<file path="src/rtl/switch_debounce2.sv">
// switch_debounce2: two independent switch conditioners.
// Each channel synchronizes a raw asynchronous level, qualifies it over a
// window of 2^CNT_WIDTH consecutive disagreeing cycles, and reports the
// committed level together with registered one-cycle rise/fall pulses.
module switch_debounce2 #(
    parameter int CNT_WIDTH = 20
) (
    input  logic clk,
    input  logic rst,
    input  logic raw1,
    input  logic raw2,
    output logic in1,
    output logic in2,
    output logic rise1,
    output logic fall1,
    output logic rise2,
    output logic fall2
);

    localparam logic [CNT_WIDTH-1:0] CNT_MAX  = '1;
    localparam logic [CNT_WIDTH-1:0] CNT_ZERO = '0;
    localparam logic [CNT_WIDTH-1:0] CNT_ONE  = {{(CNT_WIDTH-1){1'b0}}, 1'b1};

    // Channel 0 is raw1/in1, channel 1 is raw2/in2.
    logic [1:0] raw_vec;
    logic [1:0] level_vec;
    logic [1:0] rise_vec;
    logic [1:0] fall_vec;

    assign raw_vec = {raw2, raw1};

    generate
        for (genvar gi = 0; gi < 2; gi++) begin : g_chan
            logic                 s1_reg;
            logic                 s2_reg;
            logic [CNT_WIDTH-1:0] cnt_reg;
            logic [CNT_WIDTH-1:0] cnt_next;
            logic                 stable_reg;
            logic                 stable_next;
            logic                 rise_reg;
            logic                 rise_next;
            logic                 fall_reg;
            logic                 fall_next;

            // Two-flop synchronizer; only s2 is consumed downstream.
            always_ff @(posedge clk or posedge rst) begin
                if (rst) begin
                    s1_reg <= 1'b0;
                    s2_reg <= 1'b0;
                end else begin
                    s1_reg <= raw_vec[gi];
                    s2_reg <= s1_reg;
                end
            end

            // Window counter: restarts whenever s2 agrees with the committed
            // level, commits the new level on the cycle the count is full.
            always_comb begin
                cnt_next    = CNT_ZERO;
                stable_next = stable_reg;
                rise_next   = 1'b0;
                fall_next   = 1'b0;
                if (s2_reg != stable_reg) begin
                    if (cnt_reg == CNT_MAX) begin
                        stable_next = s2_reg;
                        cnt_next    = CNT_ZERO;
                        rise_next   = s2_reg;
                        fall_next   = ~s2_reg;
                    end else begin
                        cnt_next = cnt_reg + CNT_ONE;
                    end
                end
            end

            // Debounce state and edge pulses; reset aborts any window in flight.
            always_ff @(posedge clk or posedge rst) begin
                if (rst) begin
                    cnt_reg    <= CNT_ZERO;
                    stable_reg <= 1'b0;
                    rise_reg   <= 1'b0;
                    fall_reg   <= 1'b0;
                end else begin
                    cnt_reg    <= cnt_next;
                    stable_reg <= stable_next;
                    rise_reg   <= rise_next;
                    fall_reg   <= fall_next;
                end
            end

            assign level_vec[gi] = stable_reg;
            assign rise_vec[gi]  = rise_reg;
            assign fall_vec[gi]  = fall_reg;
        end
    endgenerate

    assign in1   = level_vec[0];
    assign in2   = level_vec[1];
    assign rise1 = rise_vec[0];
    assign fall1 = fall_vec[0];
    assign rise2 = rise_vec[1];
    assign fall2 = fall_vec[1];

endmodule

</file>
<file path="config.mk">
export PLATFORM = sky130hd
export DESIGN_NAME = switch_debounce2
export DESIGN_NICKNAME = d
export VERILOG_FILES = /design/src/rtl/switch_debounce2.sv
export SDC_FILE = /design/constraint.sdc
export NUM_CORES = 1
export LEC_CHECK = 0
export ABC_AREA = 1
export CAP_MARGIN = 25
export CORE_MARGIN = 2
export CORE_UTILIZATION = 54
export CTS_CLUSTER_DIAMETER = 200
export DETAILED_ROUTE_END_ITERATION = 10
export GPL_ROUTABILITY_DRIVEN = 0
export PLACE_DENSITY = 0.75
export SETUP_SLACK_MARGIN = 0.15
export SLEW_MARGIN = 20
export SYNTH_ARGS = -nofsm -noshare
export SYNTH_HDL_FRONTEND = slang
export SYNTH_SLANG_ARGS = --single-unit
</file>
<file path="constraint.sdc">
create_clock -name clk -period 1.7 [get_ports clk]
set_clock_uncertainty 0.2 [all_clocks]
set_input_delay 0.34 -clock clk [delete_from_list [all_inputs] [get_ports clk]]
set_output_delay 0.34 -clock clk [all_outputs]
set_load 0.005 [all_outputs]
</file>
==> results.py <==
metrics = {
    "status": {
        "outcome": "finished with violations",
        "violations": "setup timing",
    },
    "floorplanning": {
        "die_height_um": 72.6,
        "placementRows": 24,
        "core_area_sq_um": 4440,
        "die_area_sq_um": 5280,
        "start_util_pct": 57.2,
        "die_x_um": 72.6,
        "ioPinCount": 10,
    },
    "critical_path": {
        "cp.arrival_ns": 1.71,
        "crit_required_ns": 1.69,
        "path_class": "reg -> reg",
        "worst_setup_path_start_kind": "flip-flop",
        "cp-end-kind": "flip-flop",
        "critical_path.max_fanout": 6,
    },
    "logic_synthesis": {
        "ys_types": 27,
        "synth_compound_area_share_pct": 3.44,
        "syn_inst": 312,
        "synth_top_family_by_area": "simple AND/OR/NAND/NOR gates",
        "synth_flop_cell": "dfrtp_1",
        "syn_avg_cell_area_sq_um": 8.15,
        "synth-xor-area-share_pct": 5.51,
        "synthTopCellsByArea": "dfrtp_1, nor2_1, nand2_1, inv_1, nand3_1",
        "yosys.area_share.simple_pct": 34.2,
        "synthArstFlopShare_pct": 100,
        "yosysMostFrequentCell": "nor2_1",
        "synthAdderAreaFrac_pct": 0.984,
        "synth_area_sq_um": 2540,
        "netlist.area_leader.share_pct": 49.2,
        "synthTopCellsByCount": "nor2_1, nand2_1, dfrtp_1",
        "synth_fp_nets": 318,
        "synth_top_area_cell": "dfrtp_1",
        "yosysSeqAreaShare_pct": 49.2,
        "ys_seq_elements": 50,
        "synthMuxAreaShare_pct": 0,
        "synth_edf_count": 0,
        "yosysWarnings": 0,
    },
    "detailed_routing": {
        "wirelength_mm": 5.93,
        "viasPerCell": 5.40,
        "drc": 0,
        "drt_first_pass_iters": 4,
        "post_drt_wl_per_cell_um": 14.8,
        "num_vias": 2165,
        "ant_nets": 0,
        "dr.first_iter.drc_count": 205,
    },
    "power": {
        "vdd_drop_max_v": 0.000421,
        "power_switching_w": 0.000490,
        "pwr-share-clk_pct": 34.5,
        "p_int_w": 0.00157,
        "p_seq_share_pct": 59.1,
        "swShare_pct": 23.8,
        "powerDensity_nw_per_um2": 642,
        "p_leak_nw": 1.39,
        "p_comb_share_pct": 6.4,
    },
    "global_routing": {
        "grt_most_used_layer": "met2",
        "met1_usage_pct": 31.9,
        "grt_pass1_wl_mm": 9.53,
        "grt_overflow": 0,
        "grt_max_degree": 51,
        "grt_pass1_vias": 2058,
        "gr-usage-met2_pct": 37.6,
        "grt_antenna_before_repair": 0,
        "grt_use_met3_pct": 6.08,
        "grt_util_all_layers_pct": 23.6,
    },
    "placement": {
        "dp_slack_ns": 0.0112,
        "placed_cell_area_sq_um": 2770,
        "dpl.hpwl_mm": 3.52,
        "io_buffers": 9,
    },
    "timing": {
        "final-max-slew-violation-count": 0,
        "worst_pin_slew_ns": 0.381,
        "hold_viol": 0,
        "fin_crit_sh_pct": 101,
        "finalSetupViolCount": 5,
        "rsz0062_at_grt": "true",
        "slew-limit-headroom_pct": 74.5,
        "fmax_ghz": 0.583,
        "worst_slack_ns": -0.0160,
        "timing.final.crit_period_ns": 1.72,
    },
    "run": {
        "drv_cap": 0,
    },
    "finish": {
        "n_antenna_cell": 0,
        "area_delta_synth_final_pct": 26.2,
        "largest_reg_flops": 40,
        "final_area_sq_um": 3210,
        "utilization_pct": 72.2,
        "fin_nets": 356,
        "num-fill-cells": 327,
        "drive_gt1_share_pct": 27.5,
    },
    "clocking": {
        "cts_tree": "built",
        "cts_buffers": 5,
        "clock_sinks": 50,
        "cts_htree_levels": 2,
        "cts_root_buffer": "clkbuf_8",
        "clk_latency_ns": 0.31,
        "clk_pin_slew_ns": 0.09,
        "clockBufferDepth": 2,
        "holdBufCountCts": 0,
    },
    "min_path": {
        "min_path_type": "reg -> reg",
    },
}
routing by layer:
| metal | share of wire [%] | vias up |
|---|---|---|
| met5 | 0 | - |
| met2 | 48 | 47 |
| met4 | 1.7 | 0 |
| met1 | 46 | 1055 |
| met3 | 4.0 | 10 |
| li1 | - | 1053 |
layout by cell type (no fill, tap or decap), drive strengths merged:
cell type / Yosys / routed
nor2: 75 / 75
o211ai: 2 / 2
clkbuf: 0 / 6
o21bai: 1 / 1
ha: 2 / 2
nor3b: 2 / 2
o21ba: 1 / 1
xnor2: 6 / 6
dlygate4sd2: 0 / 6
clkinvlp: 0 / 1
nand4: 4 / 4
nand3: 28 / 28
dfrtp: 50 / 50
buf: 2 / 22
nor3: 8 / 8
clkdlybuf4s50: 0 / 3
xor2: 10 / 10
nand3b: 2 / 2
nand2: 68 / 70
inv: 39 / 38
o21ai: 5 / 5
and2: 1 / 1
a21oi: 6 / 6
final cells by class:
type	instances	area, sq um	share of cell area (%)
inverters	39	153	4.75
repair buffers	31	280	8.73
well taps	52	65.1	2.03
flip-flops and latches	50	1250	39.0
clock buffers	6	82.6	2.57
multi-input cells	223	1380	42.9
worst paths after layout:
path / startpoint / to / slack [ns] / depth (start not counted)
min in group asynchronous: rst / g_chan[0].s2_reg / 0.23 / 3
min: g_chan[1].s1_reg / g_chan[1].s2_reg / 0.16 / 0
min reg2reg: g_chan[1].s1_reg / g_chan[1].s2_reg / 0.16 / 0
max reg2reg: g_chan[1].cnt_reg[0] / g_chan[1].cnt_reg[11] / -0.02 / 9
max: g_chan[1].cnt_reg[0] / g_chan[1].cnt_reg[11] / -0.02 / 9
max in group asynchronous: rst / g_chan[1].cnt_reg[12] / 0.85 / 3
critical path, cell delays in order (launching register included):
cell,delay (ns)
dfrtp_1,0.37
ha_2,0.19
nand2_2,0.07
nor2_4,0.13
nand2_2,0.10
nor2_4,0.12
nand3_4,0.13
buf_12,0.16
nand2_8,0.08
nor2_2,0.05
what timing repair did:
item | in CTS | in global routing
buffers inserted | 12 | 1
hold endpoints to repair | 0 | 0
gates cloned | 2 | 0
setup endpoints to repair | 40 | 43
pin swaps | 4 | 15
resized for setup | 30 | 40
kinds of logic after synthesis:
group / after synthesis
simple gates: 188
buf+inv: 41
fa+ha+maj: 2
flops: 50
xor+xnor: 16
compound gates: 15
power groups by stage:
stage               Clock [W]  Sequential, W  Combinational [W]
finish               0.000711        0.00122           0.000132
CTS                  0.000712        0.00121           0.000122
global route         0.000749        0.00122           0.000146
global placement            0        0.00124          0.0000923
detailed placement          0        0.00124          0.0000944
floorplan                   0        0.00124          0.0000633
metrics by stage:
step	setup TNS [ns]	power, W	cells	hold slack, ns
after floorplan	0	0.00130	312	0.131
after global placement	0	0.00133	380	0.137
after detailed placement	0	0.00133	380	0.139
after CTS	0	0.00205	400	0.159
after global routing	-1.91	0.00211	401	0.160
final	-0.0381	0.00206	401	0.155
Note: power is estimated with default switching activity, not from simulation.
